--- src/rtl/ir_led_sink_ctrl.sv ---
`timescale 1ns/1ps
// Multi-channel IR/LED current-sink controller: per-channel PWM gating, LSB-first
// soft-start ramp of the current code, and a synchronised bias-valid interlock.
module ir_led_sink_ctrl #(
  parameter int NCH      = 3,
  parameter int CBITW    = 10,
  parameter int PWMW     = 8,
  parameter int RAMP_DIV = 16
) (
  input  logic                  clk,
  input  logic                  rst_n,
  input  logic                  nref,
  input  logic                  vref_in,
  input  logic                  poc,
  input  logic [NCH-1:0]        ch_en,
  input  logic                  cfg_we,
  input  logic [2:0]            cfg_ch,
  input  logic [PWMW-1:0]       cfg_duty,
  input  logic [CBITW-1:0]      cfg_cbit,
  output logic [NCH*CBITW-1:0]  sink_en,
  output logic [NCH-1:0]        ch_on,
  output logic                  bias_ok
);

  localparam int LVLW = $clog2(CBITW + 1);
  localparam int PSW  = $clog2(RAMP_DIV);

  typedef enum logic [1:0] {
    ST_OFF  = 2'd0,
    ST_RAMP = 2'd1,
    ST_ON   = 2'd2
  } state_t;

  logic             bias_meta;
  logic [PWMW-1:0]  cnt;
  logic [PSW-1:0]   presc;
  logic             tick;

  assign tick = (presc == PSW'(RAMP_DIV - 1));

  // Shared timing: bias synchroniser, free-running PWM counter, ramp prescaler.
  always_ff @(posedge clk or negedge rst_n) begin
    if (!rst_n) begin
      bias_meta <= 1'b0;
      bias_ok   <= 1'b0;
      cnt       <= '0;
      presc     <= '0;
    end else begin
      bias_meta <= nref & vref_in & ~poc;
      bias_ok   <= bias_meta;
      cnt       <= cnt + 1'b1;
      presc     <= tick ? '0 : presc + 1'b1;
    end
  end

  genvar gi;
  generate
    for (gi = 0; gi < NCH; gi++) begin : g_ch
      state_t           state, state_next;
      logic [LVLW-1:0]  lvl, lvl_next;
      logic [PWMW-1:0]  duty;
      logic [CBITW-1:0] target;
      logic [CBITW-1:0] lvl_mask;
      logic [CBITW-1:0] cur;
      logic [CBITW-1:0] sink_reg, sink_next;
      logic             pwm;
      logic             cfg_hit;

      // cfg_ch values at or above NCH match no channel, so such writes are dropped.
      assign cfg_hit = cfg_we && (cfg_ch == 3'(gi));
      assign pwm     = (cnt < duty);

      always_comb begin
        lvl_mask = '0;
        for (int b = 0; b < CBITW; b++) begin
          lvl_mask[b] = (LVLW'(b) < lvl);
        end
      end

      assign cur = target & lvl_mask;

      always_comb begin
        state_next = state;
        lvl_next   = lvl;
        case (state)
          ST_OFF: begin
            lvl_next = '0;
            if (ch_en[gi] && bias_ok) state_next = ST_RAMP;
          end
          ST_RAMP: begin
            if (tick) begin
              if (lvl == LVLW'(CBITW - 1)) begin
                lvl_next   = LVLW'(CBITW);
                state_next = ST_ON;
              end else begin
                lvl_next = lvl + 1'b1;
              end
            end
          end
          ST_ON: begin
            lvl_next = LVLW'(CBITW);
          end
          default: begin
            state_next = ST_OFF;
            lvl_next   = '0;
          end
        endcase
        if (!ch_en[gi] || !bias_ok) begin
          state_next = ST_OFF;
          lvl_next   = '0;
        end
      end

      // Gate on the next state so the pad releases on the same edge the FSM drops to OFF.
      assign sink_next = (state_next == ST_OFF) ? '0 : (cur & {CBITW{pwm}});

      always_ff @(posedge clk or negedge rst_n) begin
        if (!rst_n) begin
          state    <= ST_OFF;
          lvl      <= '0;
          duty     <= '0;
          target   <= '0;
          sink_reg <= '0;
        end else begin
          state    <= state_next;
          lvl      <= lvl_next;
          sink_reg <= sink_next;
          if (cfg_hit) begin
            duty   <= cfg_duty;
            target <= cfg_cbit;
          end
        end
      end

      assign sink_en[gi*CBITW +: CBITW] = sink_reg;
      assign ch_on[gi]                  = (state == ST_ON);
    end
  endgenerate

endmodule

--- config.mk ---
export PLATFORM = sky130hd
export DESIGN_NAME = ir_led_sink_ctrl
export DESIGN_NICKNAME = d
export VERILOG_FILES = /design/src/rtl/ir_led_sink_ctrl.sv
export SDC_FILE = /design/constraint.sdc
export NUM_CORES = 1
export LEC_CHECK = 0
export BUFFER_PORTS_ARGS = -buffer_cell sky130_fd_sc_hd__buf_2
export CAP_MARGIN = 5
export CORE_ASPECT_RATIO = 1.5
export CORE_UTILIZATION = 58
export DETAILED_ROUTE_END_ITERATION = 8
export GPL_TIMING_DRIVEN = 0
export HOLD_SLACK_MARGIN = 0.02
export PLACE_DENSITY = 0.79
export SETUP_SLACK_MARGIN = 0.05
export SYNTH_ARGS = -nofsm -noshare
export SYNTH_HDL_FRONTEND = slang
export SYNTH_SLANG_ARGS = --single-unit
export TNS_END_PERCENT = 10
--- constraint.sdc ---
create_clock -name clk -period 2.2 [get_ports clk]
set_input_delay 0.44 -clock clk [delete_from_list [all_inputs] [get_ports clk]]
set_output_delay 0.44 -clock clk [all_outputs]
set_load 0.05 [all_outputs]
Yosys cells after proc, flatten, opt, wreduce, memory -nomap -nowiden --
Cells that the tools add are included.
Operators by class: muxes and demuxes 31, reduce and logical (&&, ||, !) cells 20, eq/ne operators 15, $lt $le $gt $ge 33, bitwise operators 9, $add $sub $neg 5
Operators by type and width (number):
- 10-bit AND | 6
- 3-bit by 4-bit less-than comparator with 1-bit output, first input constant | 12
- 4-bit two-way mux | 10
- 10-bit two-way mux | 3
- 1-bit by 4-bit less-than comparator with 1-bit output, first input constant | 6
- 2-bit by 4-bit less-than comparator with 1-bit output, first input constant | 6
- 4-bit less-than comparator, first input constant | 6
- 8-bit less-than comparator | 3
- 2-bit two-way mux | 12
- 4-bit case mux with 2 select lines | 3
- 2-bit case mux with 3 select lines | 3
- 4-bit by 1-bit adder with 4-bit output, second input constant | 4
- 4-bit equality test, second input constant | 4
- 2-bit logical NOT | 6
- 3-bit != test, second input constant | 3
- 8-bit by 1-bit adder with 8-bit output, second input constant | 1
- 2-bit by 1-bit equality test with 1-bit output, second input constant | 3
- 2-bit equality test, second input constant | 3
- 1-bit logical AND | 6
- 1-bit logical NOT | 4
- 3-bit by 1-bit equality test with 1-bit output, second input constant | 1
- 3-bit by 2-bit equality test with 1-bit output, second input constant | 1
- 3-bit logical NOT | 1
- 1-bit logical OR | 3
- other kinds (2) | 3
Storage, ports and cells: bits in registers 116, input port bits 30

Longest topological paths before layout --
Gate-level depths: netlist of run 1.
depth in word-level cells 7, gate-level depth with buffers 7, gate-level depth less buffers 6

Worst setup path before layout of run 1 --
OpenSTA, ideal clock, no wires.
path type register to register, start register g_ch[1].state[0], end register g_ch[1].sink_reg[5], setup slack 25 ps, library setup time 107 ps, data arrival time 2068 ps, stages on the path, launching flop included 7, cell sequence dfrtp_1 -> inv_1 -> ha_1 -> nor2_1 -> or4_4 -> buf_6 -> a2111oi_4
Between the ends: elaborated cells between the ends (all ways) 10
RTL lines:
- start: declaration | line 59 | state_t state, state_next;
- start signal: assignment | line 125 | state <= state_next;
- 2-bit equality test
- via ch_on[1] | line 21 | output logic [NCH-1:0] ch_on,
- 2-bit case mux with 3 select lines | line 85 | case (state)
- 2-bit two-way mux | line 108 | if (!ch_en[gi] || !bias_ok) begin
- 2-bit logical NOT | line 115 | assign sink_next = (state_next == ST_OFF) ? '0 : (cur & {CBITW{pwm}});
- 10-bit two-way mux | line 115
- via g_ch[1].sink_next[5] | line 65 | logic [CBITW-1:0] sink_reg, sink_next;
- end signal: assignment | line 127 | sink_reg <= sink_next;
- end: declaration | line 65
The timed path passes the listed nets, and every way through them passes these cells. A chain may end at the register's enable or synchronous reset.

Worst setup path in the final report of run 1 --
start register presc[0], end register g_ch[0].sink_reg[6]
Between the ends: longest elaborated chain between the ends 6
Ends and longest elaborated chain:
- start: declaration | line 36 | logic [PSW-1:0] presc;
- start signal: assignment | line 52 | presc <= tick ? '0 : presc + 1'b1;
- 4-bit equality test | line 39 | assign tick = (presc == PSW'(RAMP_DIV - 1));
- 2-bit two-way mux | line 91 | if (tick) begin
- 2-bit case mux with 3 select lines | line 85
- 2-bit two-way mux | line 108
- 2-bit logical NOT | line 115
- 10-bit two-way mux | line 115
- via g_ch[0].sink_next[6] | line 65
- end signal: assignment | line 127
- end: declaration | line 65
The timed path passes the listed nets, and every way through them passes these cells.

==> results of run 1 <==
==> worst reg2reg max path, delay by kind of cell (launching register included) <==
family	cells	cell delay (ns)
buf+inv	2	0.40
compound gates	3	0.70
simple gates	1	0.26
flops	1	0.41
fa+ha+maj	1	0.23
==> cell usage in the layout, fill, tap and decap left out, drive strengths merged, types with 3 or more instances in the layout <==
cell / instances
dfrtp: 116
buf: 72
inv: 54
nand2: 48
o21ai: 47
ha: 44
clkbuf: 40
mux2: 25
a211oi: 24
a21oi: 23
nand3: 14
nor2: 13
o31ai: 9
a2111oi: 9
o211ai: 8
a211o: 7
xnor2: 5
a21o: 5
a31oi: 5
nand2b: 4
nand4: 3
nor2b: 3
o2111ai: 3
xor2: 3
bufinv: 3
clkinv: 3
nor4b: 3
and4bb: 3
==> final timing paths <==
path,from,endpoint,slack (ns),cells past startpoint
worst min-delay path,rst_n,g_ch[1].state[0],0.1,1
worst max-delay path,presc[0],g_ch[0].sink_reg[6],0.10,7
worst max register to register,presc[0],g_ch[0].sink_reg[6],0.10,7
min in group clk,poc,bias_meta,0.18,2
max in group asynchronous,rst_n,g_ch[2].target[3],1.38,2
worst min register to register,bias_meta,bias_ok,0.36,0
==> synthesized netlist by cell type (2+ instances only) <==
cell	number	share of area
sky130_fd_sc_hd__o21ai_1	2	0.0018
sky130_fd_sc_hd__a21o_1	5	0.0067
sky130_fd_sc_hd__a211o_1	7	0.011
sky130_fd_sc_hd__a211oi_1	24	0.032
sky130_fd_sc_hd__a21oi_1	23	0.020
sky130_fd_sc_hd__xor2_1	3	0.0047
sky130_fd_sc_hd__a2111oi_4	2	0.0098
sky130_fd_sc_hd__buf_6	2	0.0040
sky130_fd_sc_hd__inv_1	54	0.036
sky130_fd_sc_hd__and3_1	2	0.0022
sky130_fd_sc_hd__nor4b_1	2	0.0031
sky130_fd_sc_hd__a2111oi_0	5	0.0078
sky130_fd_sc_hd__and4bb_2	2	0.0044
sky130_fd_sc_hd__clkbuf_1	15	0.010
sky130_fd_sc_hd__nand3_1	14	0.012
sky130_fd_sc_hd__mux2_2	25	0.050
sky130_fd_sc_hd__nand2_1	48	0.032
sky130_fd_sc_hd__dfrtp_1	116	0.51
sky130_fd_sc_hd__nor2b_1	3	0.0033
sky130_fd_sc_hd__and2_1	2	0.0022
sky130_fd_sc_hd__o2111ai_1	3	0.0047
sky130_fd_sc_hd__a221oi_1	2	0.0031
sky130_fd_sc_hd__a31oi_1	5	0.0055
sky130_fd_sc_hd__nand2b_1	4	0.0044
sky130_fd_sc_hd__o211ai_1	8	0.011
sky130_fd_sc_hd__ha_1	44	0.098
sky130_fd_sc_hd__o31ai_1	8	0.011
sky130_fd_sc_hd__nor4bb_1	2	0.0036
sky130_fd_sc_hd__o21ai_0	44	0.039
sky130_fd_sc_hd__buf_2	5	0.0044
sky130_fd_sc_hd__nor2_1	13	0.0087
sky130_fd_sc_hd__xnor2_1	5	0.0078
sky130_fd_sc_hd__nand4_1	3	0.0033
sky130_fd_sc_hd__o21a_1	2	0.0027
==> power by group through the flow <==
stage          clock network [mW]  logic [mW]  registers (mW)
2_1_floorplan                   0       0.376            2.45
3_3_place_gp                    0       0.526            2.47
3_5_place_dp                    0       0.564            2.47
4_1_cts                      2.91       0.582            2.44
5_1_grt                      3.02       0.702            2.46
6_report                     2.89       0.630            2.45
==> per-stage QoR <==
step	util	power, mW
after floorplan	-	2.82
after global placement	0.651	2.99
after detailed placement	0.654	3.04
after CTS	0.722	5.94
after global routing	0.730	6.18
final	0.730	5.96
==> cell type report <==
class	count	area share
sequential	116	0.425
multi-input combinational	327	0.365
clock buffer	24	0.0748
timing repair buffer	65	0.0516
inverter	54	0.0296
tap	112	0.0205
clock inverter	8	0.0176
buffer	23	0.0161
==> what timing repair did <==
item	4_1_cts	5_1_grt
setup buffers	0	1
setup endpoints to repair	3	23
gates cloned	0	1
hold buffers	0	0
resized for setup	2	15
==> logic make-up (layout without fill, tap and decap cells) <==
| family | after synthesis | in the layout | synth area share |
|---|---|---|---|
| and+or+nand+nor | 103 | 103 | 0.0928 |
| adders and majority gates | 44 | 44 | 0.0977 |
| buffers and inverters | 77 | 174 | 0.0553 |
| DFF | 116 | 116 | 0.515 |
| AOI/OAI and AO/OA | 146 | 147 | 0.177 |
| muxes | 25 | 25 | 0.0499 |
| xor gates and xnor gates | 8 | 8 | 0.0124 |
==> layer usage <==
layer  routed length, um  track usage
met1                4990        0.325
met2                7170        0.487
met3                 802       0.0848
met4                 510        0.157
met5                   0            0
==> impl_metrics.env, run 1 <==
export IMPL_setup_total_negative_slack_ns=0
export IMPL_run_status="completed"
export IMPL_timing_slew_headroom=0.304
export IMPL_area_delta_synth_final_pct=21.3
export IMPL_rows=43
export IMPL_synthesis_yosys_warnings=0
export IMPL_place_detailed_instances=695
export IMPL_synth_seq_cells=116
export IMPL_antenna_found_initial=0
export IMPL_avgSynthCellArea_sq_um=10.9
export IMPL_power_report_internal_total_mw=4.56
export IMPL_route_antenna_remaining_nets=0
export IMPL_p_leak_nw=3.27
export IMPL_fin_crit_sh=0.953
export IMPL_cts_buffers_inserted=17
export IMPL_power_ir_vdd_worst_mv=0.645
export IMPL_stdcell_count=729
export IMPL_critical_path_cell_chain="ha_2 > and3_2 > buf_6 > a211oi_1 > o21ai_0 > buf_2 > a2111oi_4"
export IMPL_post_synth_instance_area_sq_um=5640
export IMPL_die_w_um=82.5
export IMPL_yosysUniqueCellTypes=49
export IMPL_finalInstanceArea_sq_um=6840
export IMPL_timing_hold_violations_final=0
export IMPL_clkLatencyLatePin_ns=0.41
export IMPL_layout_filler_cells=657
export IMPL_slew_violations=0
export IMPL_seqPwrFrac=0.410
export IMPL_numClockSinks=116
export IMPL_die_area_sq_um=10100
export IMPL_cpPeakStageDelay_ns=0.41
export IMPL_critical_path_top_delay_family="compound AO/OA/AOI/OAI gates"
export IMPL_critical_path_startpoint_type="flip-flop"
export IMPL_tritoncts="built"
export IMPL_final_setup_viol_count=0
export IMPL_period_needed_ns=2.10
export IMPL_net_switching_power_mw=1.40
export IMPL_route_final_wire_length_um=13500
export IMPL_timing_critical_path_fanout_max=10
export IMPL_clockPowerShare=0.484
export IMPL_combinationalPowerShare=0.106
export IMPL_dieHeight_um=123
export IMPL_syn_num_nets=593
export IMPL_dpl_cell_area_sq_um=6120
export IMPL_global_route_overflow_total=0
export IMPL_synth_enable_flop_cells=0
export IMPL_worstMarginPinSlew_ns=1.04
export IMPL_gr_usage_all_layers=0.290
export IMPL_ys_dominant_reg_cell="sky130_fd_sc_hd__dfrtp_1"
export IMPL_drt_wirelength_per_cell_um=18.5
export IMPL_drt_vias_per_instance=6.02
export IMPL_core_region_area_sq_um=9360
export IMPL_i_o_pin_count=64
export IMPL_ctsRootBufferMaster="sky130_fd_sc_hd__clkbuf_16"
export IMPL_htree_num_levels=4
export IMPL_worst_path_arrival_ns=2.39
export IMPL_fin_hold_ws_ns=0.0952
export IMPL_final_layout_size_suffix_gt1_frac=0.241
export IMPL_drv_cap=0
export IMPL_final_setup_skew_ns=0.00836
export IMPL_count_of_unresolved_drc_violations_after_routing=0
export IMPL_gp_routability_congestion=0.910
export IMPL_worstSetupEndpointType="flip-flop"
export IMPL_postSynthCellCount=519
export IMPL_cp_required_ns=2.49
export IMPL_final_seq_area_sq_um=2900
export IMPL_detailroute_via_count=4390
export IMPL_cellPowerDensity_nw_per_um2=872
export IMPL_grt_setup_unrepaired="yes"
export IMPL_antenna_cells=0
export IMPL_multiInputGateArea_sq_um=2500
export IMPL_worst_hold_path_type="in2async"
export IMPL_max_clock_path_buffers=2
export IMPL_floorplan_initialDensity=0.602
export IMPL_async_s_r_ff_share_synth=1.00
export IMPL_detailedPlace_worstSlack_ns=-0.0999
export IMPL_dr_pass1_iters=5
export IMPL_layout_nets=678
export IMPL_grt_pass1_wl_um=21100
export IMPL_synth_seq_area_share=0.515
export IMPL_timing_setup_critical_path_class="reg2reg"
export IMPL_crit_buf_inv=2
export IMPL_drt_iter0_markers=342
export IMPL_grt_pass1_vias=4425
export IMPL_max_clock_freq_mhz=477
export IMPL_portBuffers=63
export IMPL_total_half_perimeter_wirelength_after_legalization_and_detailed_placement_um=9280
export IMPL_timing_critical_path_slowest_stage_cell="sky130_fd_sc_hd__dfrtp_1"
export IMPL_layout_setup_ws_ns=0.102
export IMPL_clkSlewWorstSetupHoldPaths_ns=0.05
export IMPL_p_sw_frac=0.235
export IMPL_grt_start_max_net_pins=61
(Power assumes the default switching activity.)
==> run 2, diff against run 1 <==
--- a/config.mk
+++ b/config.mk
@@ -10,7 +10,6 @@
 export CORE_ASPECT_RATIO = 1.5
 export CORE_UTILIZATION = 58
 export DETAILED_ROUTE_END_ITERATION = 8
-export GPL_TIMING_DRIVEN = 0
 export HOLD_SLACK_MARGIN = 0.02
 export PLACE_DENSITY = 0.79
 export SETUP_SLACK_MARGIN = 0.05
==> run 2 against run 1 <==
  * Utilization about the same
  * Sequential share of layout area about the same
  * Highest routed layer unchanged
  * Combinational power about the same
  * Non-clock buffer count increased by 1
  * Worst setup slack improved by 0.024 ns
  * Sequential power about the same
  * Clock power decreased by 7%
  * First-iteration DRC count decreased by 3.5%
  * Critical path depth decreased by 2
  * Critical endpoint is now g_ch[2].sink_reg[8]
  * Final area about the same
==> impl_metrics.env, run 2 (same netlist as run 1, synthesis figures left out) <==
export IMPL_antenna_found_initial=0
export IMPL_cp_required_ns=2.48
export IMPL_timing_critical_path_slowest_stage_cell="sky130_fd_sc_hd__dfrtp_1"
export IMPL_worstSetupEndpointType="flip-flop"
export IMPL_gp_routability_congestion=0.874
export IMPL_cts_buffers_inserted=17
export IMPL_clkLatencyLatePin_ns=0.41
export IMPL_drv_cap=0
export IMPL_critical_path_startpoint_type="flip-flop"
export IMPL_drt_wirelength_per_cell_um=18.6
export IMPL_worst_path_arrival_ns=2.35
export IMPL_p_sw_frac=0.238
export IMPL_crit_buf_inv=0
export IMPL_die_area_sq_um=10100
export IMPL_cellPowerDensity_nw_per_um2=846
export IMPL_count_of_unresolved_drc_violations_after_routing=0
export IMPL_timing_slew_headroom=0.469
export IMPL_power_report_internal_total_mw=4.40
export IMPL_antenna_cells=0
export IMPL_route_final_wire_length_um=13500
export IMPL_run_status="completed"
export IMPL_stdcell_count=728
export IMPL_layout_nets=678
export IMPL_place_detailed_instances=692
export IMPL_max_clock_freq_mhz=482
export IMPL_final_setup_skew_ns=0.00647
export IMPL_ctsRootBufferMaster="sky130_fd_sc_hd__clkbuf_16"
export IMPL_max_clock_path_buffers=2
export IMPL_final_layout_size_suffix_gt1_frac=0.253
export IMPL_dieHeight_um=123
export IMPL_cpPeakStageDelay_ns=0.49
export IMPL_grt_pass1_vias=4471
export IMPL_floorplan_initialDensity=0.602
export IMPL_rows=43
export IMPL_setup_total_negative_slack_ns=0
export IMPL_tritoncts="built"
export IMPL_layout_cells_most_common="sky130_fd_sc_hd__dfrtp_1"
export IMPL_period_needed_ns=2.07
export IMPL_fin_crit_sh=0.942
export IMPL_portBuffers=63
export IMPL_gr_usage_all_layers=0.291
export IMPL_timing_critical_path_fanout_max=9
export IMPL_grt_setup_unrepaired="yes"
export IMPL_numClockSinks=116
export IMPL_grt_start_max_net_pins=62
export IMPL_dr_pass1_iters=4
export IMPL_grt_pass1_wl_um=21300
export IMPL_drt_vias_per_instance=6.02
export IMPL_timing_hold_violations_final=0
export IMPL_seqPwrFrac=0.423
export IMPL_detailroute_via_count=4380
export IMPL_total_half_perimeter_wirelength_after_legalization_and_detailed_placement_um=9520
export IMPL_htree_num_levels=4
export IMPL_clkSlewWorstSetupHoldPaths_ns=0.05
export IMPL_final_cell_mix="sky130_fd_sc_hd__dfrtp_1, sky130_fd_sc_hd__buf_2, sky130_fd_sc_hd__inv_1"
export IMPL_global_route_overflow_total=0
export IMPL_critical_path_cell_chain="ha_1 > a211o_1 > a31oi_1 > o21ai_2 > a2111oi_0"
export IMPL_area_delta_synth_final_pct=21.3
export IMPL_core_region_area_sq_um=9360
export IMPL_design_power_total_mw=5.78
export IMPL_net_switching_power_mw=1.38
export IMPL_slew_violations=0
export IMPL_p_leak_nw=3.32
export IMPL_die_w_um=82.5
export IMPL_i_o_pin_count=64
export IMPL_timing_setup_critical_path_class="reg2reg"
export IMPL_power_ir_vdd_worst_mv=0.760
export IMPL_combinationalPowerShare=0.109
export IMPL_finalCoreUtilization=0.730
export IMPL_final_setup_viol_count=0
export IMPL_worst_hold_path_type="in2reg"
export IMPL_critical_path_top_delay_family="compound AO/OA/AOI/OAI gates"
export IMPL_fin_hold_ws_ns=0.176
export IMPL_r2r_slack_ns=0.13
export IMPL_route_antenna_remaining_nets=0
export IMPL_drt_iter0_markers=330
export IMPL_clockPowerShare=0.467
export IMPL_worstMarginPinSlew_ns=0.792
run 2: changes by cell type in the layout (fill, tap and decap cells not counted), moves of 2 or more:
cell / previous run / this run
sky130_fd_sc_hd__buf_4: 2 / 25
sky130_fd_sc_hd__clkbuf_1: 15 / 3
sky130_fd_sc_hd__buf_2: 67 / 62
sky130_fd_sc_hd__clkbuf_8: 6 / 1
sky130_fd_sc_hd__a2111oi_0: 1 / 3
sky130_fd_sc_hd__buf_6: 2 / 0
sky130_fd_sc_hd__clkbuf_2: 2 / 0
sky130_fd_sc_hd__nor4bb_1: 2 / 0
sky130_fd_sc_hd__nor4bb_4: 0 / 2
run 2: worst register-to-register path, cell delays in order (launching register included):
cell                        delay (ns)
sky130_fd_sc_hd__dfrtp_1          0.49
sky130_fd_sc_hd__ha_1             0.36
sky130_fd_sc_hd__a211o_1          0.30
sky130_fd_sc_hd__a31oi_1          0.20
sky130_fd_sc_hd__o21ai_2          0.18
sky130_fd_sc_hd__a2111oi_0        0.41
run 2: layout make-up:
| class | count | area, sq um |
|---|---|---|
| fill | 637 | 2520 |
| tap | 112 | 140 |
| clock inverter | 10 | 133 |
| clock buffer | 21 | 450 |
| sequential | 116 | 2900 |
| multi-input combinational | 326 | 2480 |
| timing repair buffer | 89 | 528 |
| inverter | 54 | 203 |
run 2: what timing repair did:
item	in CTS	in global routing
endpoints found under the hold margin	31	0
setup buffers	0	4
resized for setup	2	3
hold buffers	1	0
endpoints found under the setup margin	1	12
pin swaps	0	0
run 2: routing by layer:
layer | vias up | wire (um) | GRT usage | share of wire
met1 | 2166 | 5030 | 0.318 | 0.37
li1 | 2016 | - | - | -
met5 | - | 0 | 0 | 0
met3 | 51 | 648 | 0.0691 | 0.048
met2 | 147 | 7140 | 0.491 | 0.53
met4 | 0 | 719 | 0.191 | 0.053
run 2: through the flow:
step / area (sq um) / worst slack (ns)
after floorplan: 5640 / 0.203
after global placement: 6200 / 0.209
after global routing: 6840 / 0.00223
after CTS: 6800 / 0.0359
final: 6840 / 0.127
after detailed placement: 6200 / 0.0876
run 2: power groups by stage:
stage	sequential [mW]	clock [mW]	combinational (mW)
CTS	2.45	2.73	0.610
global placement	2.47	0	0.555
finish	2.45	2.70	0.631
floorplan	2.45	0	0.376
detailed placement	2.48	0	0.590
global route	2.47	2.82	0.700
run 2: worst paths after layout:
path,from,cells after the start,end
setup reg to reg,cnt[2],5,g_ch[2].sink_reg[8]
min in group asynchronous,rst_n,2,presc[0]
hold reg to reg,bias_meta,0,bias_ok
hold / removal,poc,2,bias_meta
max in group asynchronous,rst_n,3,g_ch[2].duty[3]
setup / recovery,cnt[2],5,g_ch[2].sink_reg[8]
==> run 3, diff against run 2 <==
--- a/config.mk
+++ b/config.mk
@@ -8,10 +8,12 @@
 export BUFFER_PORTS_ARGS = -buffer_cell sky130_fd_sc_hd__buf_2
 export CAP_MARGIN = 5
 export CORE_ASPECT_RATIO = 1.5
+export CORE_MARGIN = 1.5
 export CORE_UTILIZATION = 58
 export DETAILED_ROUTE_END_ITERATION = 8
 export HOLD_SLACK_MARGIN = 0.02
 export PLACE_DENSITY = 0.79
+export RECOVER_POWER = 100
 export SETUP_SLACK_MARGIN = 0.05
 export SYNTH_ARGS = -nofsm -noshare
 export SYNTH_HDL_FRONTEND = slang
==> run 3 against run 2 <==
  * The flow now finishes with violations (max-capacitance violations, max-slew violations, negative setup slack)
  * Non-clock buffer count down 4
  * Global-route usage down 2.0 points
  * Die area up 2.0%
==> impl_metrics.env, run 3 (same netlist as run 1, synthesis figures left out) <==
export IMPL_run_status="finished with violations"
export IMPL_violations_in_the_final_reports="max-capacitance violations, max-slew violations, negative setup slack"
export IMPL_clkLatencyLatePin_ns=0.41
export IMPL_power_ir_vdd_worst_mv=0.971
export IMPL_period_needed_ns=2.22
export IMPL_clkSlewWorstSetupHoldPaths_ns=0.05
export IMPL_cp_required_ns=2.46
export IMPL_tritoncts="built"
export IMPL_dpl_cell_area_sq_um=6170
export IMPL_ff2ff_path_depth=5
export IMPL_timing_critical_path_fanout_max=10
export IMPL_gr_usage_all_layers=0.271
export IMPL_htree_num_levels=4
export IMPL_final_layout_size_suffix_gt1_frac=0.186
export IMPL_drt_wirelength_per_cell_um=18.6
export IMPL_cpPeakStageDelay_ns=0.46
export IMPL_worstMarginPinSlew_ns=1.53
export IMPL_reg2reg_from="cnt[2]"
export IMPL_final_setup_viol_count=1
export IMPL_layout_setup_ws_ns=-0.0229
export IMPL_r2r_slack_ns=-0.02
export IMPL_dieHeight_um=124
export IMPL_finalCoreUtilization=0.721
export IMPL_layout_nets=675
export IMPL_timing_critical_path_slowest_stage_cell="sky130_fd_sc_hd__dfrtp_1"
export IMPL_drv_cap=1
export IMPL_drt_vias_per_instance=6.12
export IMPL_globalRouteMet2Util=0.482
export IMPL_critical_path_top_delay_family="compound AO/OA/AOI/OAI gates"
export IMPL_slew_violations=117
export IMPL_grt_start_max_net_pins=117
export IMPL_ctsRootBufferMaster="sky130_fd_sc_hd__clkbuf_16"
export IMPL_detailroute_via_count=4435
export IMPL_finalInstanceArea_sq_um=6750
export IMPL_grt_util_met3=0.0729
export IMPL_worst_path_arrival_ns=2.48
export IMPL_floorplan_initialDensity=0.602
export IMPL_design_power_total_mw=5.93
export IMPL_worst_hold_path_type="in2reg"
export IMPL_portBuffers=63
export IMPL_globalRoute_busiestLayer="met2"
export IMPL_p_leak_nw=3.14
export IMPL_timing_critical_path_depth=5
export IMPL_global_route_overflow_total=0
export IMPL_die_w_um=83.5
export IMPL_numClockSinks=116
export IMPL_fin_crit_sh=1.01
export IMPL_critical_path_startpoint_type="flip-flop"
export IMPL_timing_hold_violations_final=0
export IMPL_timing_setup_critical_path_class="reg2reg"
export IMPL_drt_iter0_markers=291
export IMPL_antenna_found_initial=0
export IMPL_layout_cells_most_common="sky130_fd_sc_hd__dfrtp_1"
export IMPL_total_half_perimeter_wirelength_after_legalization_and_detailed_placement_um=9150
export IMPL_grt_setup_unrepaired="yes"
export IMPL_fin_hold_ws_ns=0.180
export IMPL_crit_reg2reg_capture="g_ch[0].sink_reg[6]"
export IMPL_worst_hold_path_num_cells=2
export IMPL_grt_pass1_wl_um=21500
export IMPL_final_cell_mix="sky130_fd_sc_hd__dfrtp_1, sky130_fd_sc_hd__inv_1, sky130_fd_sc_hd__nand2_1"
export IMPL_cts_buffers_inserted=17
export IMPL_crit_path_start="cnt[2]"
export IMPL_core_region_area_sq_um=9360
export IMPL_i_o_pin_count=64
export IMPL_cellPowerDensity_nw_per_um2=880
export IMPL_stdcell_count=725
export IMPL_max_clock_path_buffers=2
export IMPL_final_setup_skew_ns=0.00751
export IMPL_antenna_cells=0
export IMPL_area_delta_synth_final_pct=19.7
export IMPL_route_antenna_remaining_nets=0
export IMPL_critical_path_cell_chain="ha_1 > a211o_1 > a31oi_1 > o31ai_4 > a2111oi_0"
export IMPL_crit_buf_inv=0
export IMPL_met1_usage_in_global_routing=0.302
export IMPL_die_area_sq_um=10300
export IMPL_timing_critical_path_to="g_ch[0].sink_reg[6]"
export IMPL_count_of_unresolved_drc_violations_after_routing=0
export IMPL_timing_slew_headroom=-0.0227
export IMPL_worstSetupEndpointType="flip-flop"
export IMPL_grt_pass1_vias=4414
export IMPL_rows=43
export IMPL_route_final_wire_length_um=13500
export IMPL_max_clock_freq_mhz=450
export IMPL_gp_routability_congestion=0.860
export IMPL_dr_pass1_iters=5
export IMPL_place_detailed_instances=689
## run 3: changes by cell type in the layout (fill, tap and decap cells not counted), moves of 2 or more
cell,change
sky130_fd_sc_hd__buf_4,-14
sky130_fd_sc_hd__buf_2,-34
sky130_fd_sc_hd__clkbuf_4,+3
sky130_fd_sc_hd__clkbuf_1,+39
sky130_fd_sc_hd__a2111oi_1,+2
sky130_fd_sc_hd__clkinv_2,+2
sky130_fd_sc_hd__clkinvlp_4,-2
sky130_fd_sc_hd__clkbuf_2,+2
## run 3: metal layers
| layer | routed length (um) | up-vias |
|---|---|---|
| li1 | - | 2015 |
| met1 | 5130 | 2217 |
| met2 | 7140 | 163 |
| met3 | 689 | 40 |
| met4 | 493 | 0 |
| met5 | 0 | - |
## run 3: what timing repair did
action,CTS,global route
cloned,0,1
pin swaps,0,0
hold buffers,0,0
setup buffers,0,4
endpoints found under the setup margin,3,6
hold endpoints to repair,0,0
gates resized for setup,4,7
## run 3: where the power goes
group | switching (mW) | leakage (nW) | total [mW] | internal [mW]
clock | 0.915 | 0.305 | 2.85 | 1.93
combinational | 0.384 | 1.34 | 0.643 | 0.259
sequential | 0.0932 | 1.50 | 2.44 | 2.35
total | 1.39 | 3.14 | 5.93 | 4.54
## run 3: layout make-up
class | count | area [sq um]
multi-input cells | 327 | 2480
inverters | 54 | 203
repair buffers | 85 | 409
fillers | 683 | 2620
flip-flops and latches | 116 | 2900
clock inverters | 11 | 158
clock buffers | 20 | 457
well taps | 112 | 140
## run 3: stage by stage
stage          worst slack, ns  TNS [ns]
2_1_floorplan            0.203         0
3_3_place_gp             0.127         0
3_5_place_dp           -0.0762   -0.0771
4_1_cts                 0.0616         0
5_1_grt                -0.0273   -0.0547
6_report               -0.0229   -0.0229
## run 3: worst min path at each step
stage                 to      start  slack (ns)
3_3_place_gp     bias_ok  bias_meta        0.34
5_1_grt        bias_meta        poc        0.18
2_1_floorplan  bias_meta      rst_n        0.14
6_report       bias_meta        poc        0.18
4_1_cts         presc[1]      rst_n        0.14
3_5_place_dp     bias_ok  bias_meta        0.34
